File: config.mk
export PLATFORM = sky130hd
export DESIGN_NAME = router_pkt_tx
export DESIGN_NICKNAME = d
export VERILOG_FILES = /design/src/rtl/router_pkt_pkg.sv /design/src/rtl/router_pkt_buf.sv /design/src/rtl/router_pkt_tx.sv
export SDC_FILE = /design/constraint.sdc
export NUM_CORES = 1
export LEC_CHECK = 0
export CORE_MARGIN = 1
export CORE_UTILIZATION = 55
export CTS_CLUSTER_DIAMETER = 50
export DETAILED_ROUTE_END_ITERATION = 8
export PLACE_DENSITY = 0.71
export SLEW_MARGIN = 5
export SYNTH_ARGS = -nofsm -noshare
export SYNTH_HDL_FRONTEND = slang
export SYNTH_SLANG_ARGS = --single-unit
File: constraint.sdc
create_clock -name clock -period 6.56 [get_ports clock]
set_input_delay 1.312 -clock clock [delete_from_list [all_inputs] [get_ports clock]]
set_output_delay 1.312 -clock clock [all_outputs]
set_load 0.02 [all_outputs]
File: src/rtl/router_pkt_pkg.sv
// Shared types and helpers for the router packet transmitter.
// Header byte layout is {len[5:0], addr[1:0]}.
package router_pkt_pkg;

    localparam int LEN_W = 6;
    localparam logic [1:0] ADDR_ILLEGAL = 2'b11;

    typedef enum logic [2:0] {
        ST_IDLE,
        ST_LOAD,
        ST_HDR,
        ST_PAY,
        ST_PAR,
        ST_GAP
    } state_t;

    function automatic logic [7:0] pack_header(input logic [LEN_W-1:0] len, input logic [1:0] addr);
        return {len, addr};
    endfunction

endpackage

File: src/rtl/router_pkt_buf.sv
// Payload buffer: synchronous write, asynchronous read, with write/read pointers.
// Pointers clear on reset or whenever the transmitter is idle.
module router_pkt_buf #(
    parameter int DEPTH = 64,
    parameter int PTR_W = $clog2(DEPTH)
) (
    input  logic             clock,
    input  logic             reset,
    input  logic             clear,
    input  logic             wr_en,
    input  logic [7:0]       wr_data,
    input  logic             rd_adv,
    output logic [PTR_W-1:0] wptr,
    output logic [PTR_W-1:0] rptr,
    output logic [7:0]       rd_data,
    output logic [7:0]       rd_ahead
);

    logic [7:0] mem [DEPTH];

    always_ff @(posedge clock) begin
        if (wr_en) begin
            mem[wptr] <= wr_data;
        end
    end

    always_ff @(posedge clock) begin
        if (reset || clear) begin
            wptr <= '0;
            rptr <= '0;
        end else begin
            if (wr_en) begin
                wptr <= wptr + PTR_W'(1);
            end
            if (rd_adv) begin
                rptr <= rptr + PTR_W'(1);
            end
        end
    end

    // rd_ahead lets the registered output load the next byte on the consuming edge.
    assign rd_data  = mem[rptr];
    assign rd_ahead = mem[rptr + PTR_W'(1)];

endmodule

File: src/rtl/router_pkt_tx.sv
// Packet transmitter: buffers a request's payload, then sends header, payload, parity.
// Optional macro PKT_TX_PARITY_ERR_EN adds corrupt_parity to force a parity error.
module router_pkt_tx
    import router_pkt_pkg::*;
#(
    parameter int GAP_CYCLES = 1,
    parameter int MAX_LEN    = 63
) (
    input  logic             clock,
    input  logic             reset,
    input  logic             req_valid,
    input  logic [1:0]       req_addr,
    input  logic [LEN_W-1:0] req_len,
    output logic             req_ready,
    input  logic             pl_valid,
    input  logic [7:0]       pl_data,
    output logic             pl_ready,
    input  logic             busy,
    output logic [7:0]       data_out,
    output logic             pkt_valid,
    output logic             byte_valid,
    output logic             done,
    output logic             bad_req
`ifdef PKT_TX_PARITY_ERR_EN
    ,
    input  logic             corrupt_parity
`endif
);

    localparam logic [3:0] GAP_LAST = 4'(GAP_CYCLES - 1);

    state_t           state_reg;
    logic [7:0]       hdr_reg;
    logic [LEN_W-1:0] len_reg;
    logic [7:0]       par_reg;
    logic [3:0]       gap_cnt_reg;
    logic [7:0]       par_emit;
    logic [LEN_W-1:0] wptr;
    logic [LEN_W-1:0] rptr;
    logic [7:0]       rd_data;
    logic [7:0]       rd_ahead;
    logic             wr_en;
    logic             rd_adv;
    logic             last_pay;
    logic             last_load;
    logic             req_fire;

`ifdef PKT_TX_PARITY_ERR_EN
    logic corrupt_reg;

    always_ff @(posedge clock) begin
        if (reset) begin
            corrupt_reg <= 1'b0;
        end else if (state_reg == ST_IDLE && req_fire && req_addr != ADDR_ILLEGAL) begin
            corrupt_reg <= corrupt_parity;
        end
    end

    assign par_emit = par_reg ^ {7'b0, corrupt_reg};
`else
    assign par_emit = par_reg;
`endif

    assign req_fire  = req_valid && req_ready;
    assign wr_en     = (state_reg == ST_LOAD) && pl_valid && pl_ready;
    assign last_load = (wptr == len_reg - LEN_W'(1));
    assign last_pay  = (rptr == len_reg - LEN_W'(1));
    assign rd_adv    = (state_reg == ST_PAY) && !busy && !last_pay;

    router_pkt_buf #(
        .DEPTH (MAX_LEN + 1),
        .PTR_W (LEN_W)
    ) u_buf (
        .clock    (clock),
        .reset    (reset),
        .clear    (state_reg == ST_IDLE),
        .wr_en    (wr_en),
        .wr_data  (pl_data),
        .rd_adv   (rd_adv),
        .wptr     (wptr),
        .rptr     (rptr),
        .rd_data  (rd_data),
        .rd_ahead (rd_ahead)
    );

    // Outputs are loaded with the values of the state being entered.
    always_ff @(posedge clock) begin
        if (reset) begin
            state_reg   <= ST_IDLE;
            hdr_reg     <= '0;
            len_reg     <= '0;
            par_reg     <= '0;
            gap_cnt_reg <= '0;
            data_out    <= '0;
            pkt_valid   <= 1'b0;
            byte_valid  <= 1'b0;
            done        <= 1'b0;
            bad_req     <= 1'b0;
            req_ready   <= 1'b1;
            pl_ready    <= 1'b0;
        end else begin
            done    <= 1'b0;
            bad_req <= 1'b0;
            case (state_reg)
                ST_IDLE: begin
                    if (req_fire) begin
                        if (req_addr == ADDR_ILLEGAL) begin
                            bad_req <= 1'b1;
                        end else begin
                            hdr_reg   <= pack_header(req_len, req_addr);
                            par_reg   <= pack_header(req_len, req_addr);
                            len_reg   <= req_len;
                            req_ready <= 1'b0;
                            if (req_len != '0) begin
                                state_reg <= ST_LOAD;
                                pl_ready  <= 1'b1;
                            end else begin
                                state_reg  <= ST_HDR;
                                data_out   <= pack_header(req_len, req_addr);
                                pkt_valid  <= 1'b1;
                                byte_valid <= 1'b1;
                            end
                        end
                    end
                end
                ST_LOAD: begin
                    if (wr_en) begin
                        par_reg <= par_reg ^ pl_data;
                        if (last_load) begin
                            state_reg  <= ST_HDR;
                            pl_ready   <= 1'b0;
                            data_out   <= hdr_reg;
                            pkt_valid  <= 1'b1;
                            byte_valid <= 1'b1;
                        end
                    end
                end
                ST_HDR: begin
                    if (!busy) begin
                        if (len_reg != '0) begin
                            state_reg <= ST_PAY;
                            data_out  <= rd_data;
                        end else begin
                            state_reg <= ST_PAR;
                            data_out  <= par_emit;
                            pkt_valid <= 1'b0;
                        end
                    end
                end
                ST_PAY: begin
                    if (!busy) begin
                        if (last_pay) begin
                            state_reg <= ST_PAR;
                            data_out  <= par_emit;
                            pkt_valid <= 1'b0;
                        end else begin
                            data_out <= rd_ahead;
                        end
                    end
                end
                ST_PAR: begin
                    if (!busy) begin
                        state_reg   <= ST_GAP;
                        done        <= 1'b1;
                        data_out    <= '0;
                        byte_valid  <= 1'b0;
                        gap_cnt_reg <= '0;
                    end
                end
                ST_GAP: begin
                    if (gap_cnt_reg == GAP_LAST) begin
                        state_reg <= ST_IDLE;
                        req_ready <= 1'b1;
                    end else begin
                        gap_cnt_reg <= gap_cnt_reg + 4'd1;
                    end
                end
                default: begin
                    state_reg <= ST_IDLE;
                    req_ready <= 1'b1;
                end
            endcase
        end
    end

endmodule

# Word level (Yosys, flattened, before mapping)
# Memories as Yosys holds them, arrays and structs flattened. A register that Yosys moved wholly into a read port is not among the register bits.
# Cells that the tools add are included.
# totals
regBits	55
ram_bits	512
input_bits	21
wordCells	133
memories	1
# memory_table
memory	depth	width	rd	rd_ports_with_merged_regs	wr	line_no	source
u_buf.mem	64	8	2	1	1	router_pkt_buf.sv:19	logic [7:0] mem [DEPTH];
# classes
n_addsub	4
n_eq_ne	21
mux	58
bitwise	6
n_reduce_logical	29
# ops
op	count
2-to-1 mux 8 bit	13
one-hot mux 8 bit (5 select lines)	1
2-to-1 mux 3 bit	10
inequality test 2 bit, second input constant	12
2-to-1 mux 1 bit	22
one-hot mux 3 bit (6 select lines)	1
AND reduction 9 bit	2
one-hot mux 8 bit (2 select lines)	1
adder 6 x 1 -> 6 bit, second input constant	2
equality test 6 bit	2
2-to-1 mux 6 bit	2
nonzero test 6 bit	2
AND reduction 10 bit	1
2-to-1 mux 4 bit	2
one-hot mux 4 bit (2 select lines)	1
AND reduction 4 bit	2
XOR 8 bit	1
AND reduction 7 bit	1
equality test 3 x 2 -> 1 bit, second input constant	2
equality test 3 bit, second input constant	2
one-hot mux 1 bit (3 select lines)	2
AND reduction 3 bit	2
AND reduction 6 bit	1
subtractor 6 x 1 -> 6 bit, second input constant	1
20 further kinds	30

# Longest topological paths before layout
# logic_depth
word_depth	6
ltp_mapped	11
mapped_depth_nobuf	9

# By module
# From an unflattened synthesis, not the netlist that was laid out.
# hier_totals
hier_cells	1672
hier_area_um2	27377.5
# by_module_without_submodules
module	instances	cells_per_inst	area_each_um2
router_pkt_buf	1	1352	24830.1
router_pkt_tx	1	320	2547.4

# Worst setup path after synthesis
# No wires, ideal clock.
# synth_timing
path_type	input to register
from	input pl_valid
to	memory u_buf.mem[63][0] (enable)
arrival_ps	2499
required_ps	6190
path_slack_ps	3691
stages	5
path_buffers	2
cell_sequence	and4_1 clkbuf_1 nand4_1 clkbuf_1 nor2_1
# synth_via
elab_chain_cells	4
# synth_rtl
element	line_no	source
start: declaration	router_pkt_tx.sv:15	input logic pl_valid,
logical AND 1 bit (2 in series)	router_pkt_tx.sv:65	assign wr_en = (state_reg == ST_LOAD) && pl_valid && pl_ready;
2-to-1 mux 1 bit	router_pkt_buf.sv:22	if (wr_en) begin
2-to-1 mux 1 bit (implied by the code)	router_pkt_buf.sv:23	mem[wptr] <= wr_data;
end: declaration	router_pkt_buf.sv:19	
# No other way between the ends.

# Worst setup path after layout
# layout_timing
from	register u_buf.rptr[0]
to	register data_out[1]
# layout_via
elab_chain_cells	5
elab_cells_between_ends	6
cone_classes	add/sub: 1; eq/ne: 1; mux: 3; memory: 1
# layout_rtl
element	line_no	source
start: declaration	router_pkt_buf.sv:14	output logic [PTR_W-1:0] rptr,
start signal: assignment	router_pkt_buf.sv:36	rptr <= rptr + PTR_W'(1);
adder 6 x 1 -> 6 bit	router_pkt_buf.sv:43	assign rd_ahead = mem[rptr + PTR_W'(1)];
memory (64 x 8 bit)	n/a	
2-to-1 mux 8 bit *	router_pkt_tx.sv:152	if (last_pay) begin
2-to-1 mux 8 bit *	router_pkt_tx.sv:151	if (!busy) begin
one-hot mux 8 bit (5 select lines) *	router_pkt_tx.sv:104	case (state_reg)
end signal: assignment	router_pkt_tx.sv:119	data_out <= pack_header(req_len, req_addr);
end signal: assignment	router_pkt_tx.sv:154	data_out <= par_emit;
end signal: assignment	router_pkt_tx.sv:157	data_out <= rd_ahead;
end: declaration	router_pkt_tx.sv:19	output logic [7:0] data_out,
# Mark *: on every way between the ends. The rest lies on a longest branch, timed or not. The select of a mux whose other input is x is not followed.
# A chain may end at the register's enable or synchronous reset.

==> flow_summary.yaml <==
synth:
  yosysSeqAreaShare_pct: 60.3
  synth_ff_type: "edfxtp_1"
  synth_cell_types: 68
  synth_cells: 1628
  synth_seq_cells: 567
  synth_edf_count: 512
  syn_nets: 1655
  yosys_warnings: 0
  syn-cell-area_um2: 27300
  async_flop_share_pct: 0
  syn_area_per_cell_um2: 16.8
worst_setup_path:
  crit_chain: "ha_4 -> buf_4 -> mux4_2 -> mux2i_1 -> a32oi_1 -> a32oi_1 -> o211ai_1 -> a41o_1"
  worstSetupEndpointType: "flop"
  startpoint: "u_buf.rptr[0]"
  crit_fanout: 40
  slowest_stage: "dfxtp_4"
  crit_arrival_ns: 4.61
  cpMostUsedCell: "a32oi_1"
  cp-start-kind: "flop"
  cp_data_required_time_ns: 7.08
  slowest_delay_ns: 0.88
  r2r_start: "u_buf.rptr[0]"
  r2r_cells: 8
  path_class: "flop to flop"
sta:
  setup_viol: 0
  hold_viol: 0
  fin_skew_ns: 0.0273
  maxSlewViolCount: 0
  max_freq_mhz: 245
  fin_crit_ns: 4.09
  worst_pin_slew_ns: 1.21
  whs_ns: 0.461
  rsz0062_at_grt: "no"
  setup_tns_ns: 0
  fin_crit_sh_pct: 62.3
  max_slew_margin_pct: 19.1
pwr:
  pwr-share-seq_pct: 47.9
  p_leak_nw: 8.87
  power.total_mw: 8.58
  ir_drop_uv: 201
  clkPwrFrac_pct: 40.9
  switchingPower_mw: 2.17
  internal-power_mw: 6.40
  power_frac_comb_pct: 11.2
  swShare_pct: 25.3
  pwr_density_cell_nw_per_um2: 285
global_routing:
  antenna_found_initial: 1
  grt_pass1_vias: 16132
  grt_max_degree: 67
  grt_pass1_wl_um: 112000
  grt_util_all_layers_pct: 31.1
  grt.overflow.total: 0
routing:
  drt-vias-per-instance: 7.14
  wl_per_cell_um: 32.6
  routed_wl_um: 76400
  drc_errors: 0
  drt-initial-drc-count: 2788
  num_vias: 16718
  ant_nets: 0
  drt-pass1-iter-count: 7
min_path:
  hold_depth: 2
  holdCritStartpoint: "hdr_reg[1]"
  worstHoldPathType: "flop to flop"
clocking:
  clock_latency_ns: 0.63
  clk_pin_slew_ns: 0.06
  numCtsBuffers: 60
  clk_path_buf_depth: 3
  cts_tree: "done"
  cts_hold_buf: 0
  root_buffer: "clkbuf_16"
  cts-resized-gates: 0
  clock_sinks: 567
  cts-htree-levels: 2
  cts_setup_buffers: 0
placed_design:
  place_congestion: 0.933
  port_buffers: 34
  placed_cell_area_um2: 28100
  dp_hpwl_um: 51200
layout:
  fin_util_pct: 61.5
  layout-drive-gt1-share_pct: 26.3
  area_growth_pct: 10.1
  nets: 1658
  top_register: "u_buf.mem"
  final_cell_area_um2: 30100
  largest_reg_flops: 512
floorplan:
  io_pins: 35
  die_y_um: 225
  placementRows: 81
  die-area_um2: 50600
  core_area_um2: 49000
  die_x_um: 225
  start_util_pct: 55.9
job:
  drv_cap: 0
run_status:
  status: "completed"
[power groups by stage]
| stage | logic (mW) | clock network (mW) | registers [mW] |
|---|---|---|---|
| after detailed placement | 0.941 | 0 | 4.18 |
| after floorplan | 0.628 | 0 | 4.15 |
| after global placement | 0.928 | 0 | 4.18 |
| final | 0.962 | 3.51 | 4.11 |
| after global routing | 1.04 | 3.65 | 4.11 |
| after CTS | 0.949 | 3.52 | 4.10 |
[cells in the final DEF (no fill, tap or decap), types with 8 or more instances in the layout]
cell,count
a21oi_1,56
a221oi_1,11
a22oi_1,12
a31oi_1,16
a32oi_1,12
buf_4,25
bufinv_16,8
clkbuf_16,62
clkdlybuf4s50_1,26
clkinv_2,12
dfxtp_1,51
edfxtp_1,512
inv_1,13
mux2i_1,47
mux4_2,276
nand2_1,122
nand3_1,54
nand3b_1,8
nand4_1,18
nor2_1,121
nor3b_1,11
o21ai_0,32
xnor2_1,13
xor2_1,11
[synth_stat cells (all sizes together), types with 7 or more instances]
cell type,count,area (um2)
edfxtp,512,15400
mux4,276,6220
nand2,123,464
nor2,122,460
buf,86,588
a21oi,56,280
dfxtp,55,1100
nand3,54,270
mux2i,47,470
o21ai,35,175
clkbuf,34,128
nand4,18,113
a31oi,17,113
inv,14,52.6
xnor2,14,123
a22oi,12,90.1
a32oi,12,105
nor3,12,91.3
xor2,12,105
a221oi,11,96.3
nor3b,11,82.6
nand3b,8,60.1
nand2b,7,43.8
[routing by layer]
metal | part of all wire (%) | up-vias | wire, um | global-route usage [%]
li1 | - | 6697 | - | -
met1 | 38 | 8588 | 29000 | 44.6
met2 | 46 | 1243 | 35200 | 46.9
met3 | 12 | 188 | 8860 | 6.58
met4 | 4.3 | 2 | 3280 | 12.5
met5 | 0.013 | - | 10 | 0
[final cells by class]
| type | instances | area, um2 |
|---|---|---|
| inverter | 15 | 56.3 |
| fill | 3465 | 18900 |
| timing repair buffer | 61 | 543 |
| tap | 664 | 831 |
| clock buffer | 68 | 1570 |
| clock inverter | 41 | 469 |
| sequential | 567 | 16500 |
| antenna | 1 | 2.50 |
| multi-input combinational | 926 | 10100 |
[final timing paths]
kind	end	slack [ns]
max reg2reg	data_out[1]	2.47
min	hdr_reg[1]	0.46
max	data_out[1]	2.47
min reg2reg	hdr_reg[1]	0.46
[cell families (layout without fill, tap and decap cells)]
logic type,Yosys count,count (layout),synth area share (%)
flip-flops,567,567,60.3
AND/OR/NAND/NOR,388,388,6.78
multiplexers,324,324,24.5
AO/OA/AOI/OAI,180,180,4.35
buffers and inverters,135,185,2.82
XOR/XNOR,28,28,1.02
adder cells (fa/ha/maj),6,6,0.275
other,0,1,0
[worst max-delay path: cells and delay by family (launching register included)]
family	cells	cell delay [ns]
multiplexers	2	0.99
flip-flops	1	0.88
AO/OA/AOI/OAI	4	0.85
adder cells (fa/ha/maj)	1	0.70
buffers and inverters	1	0.53
[per-stage QoR]
step / worst slack, ns / cells
2_1_floorplan: 3.69 / 1628
3_3_place_gp: 2.15 / 2233
3_5_place_dp: 2.04 / 2233
4_1_cts: 2.52 / 2342
5_1_grt: 2.35 / 2342
6_report: 2.47 / 2343
No activity file was read; power rests on OpenSTA's default activity.
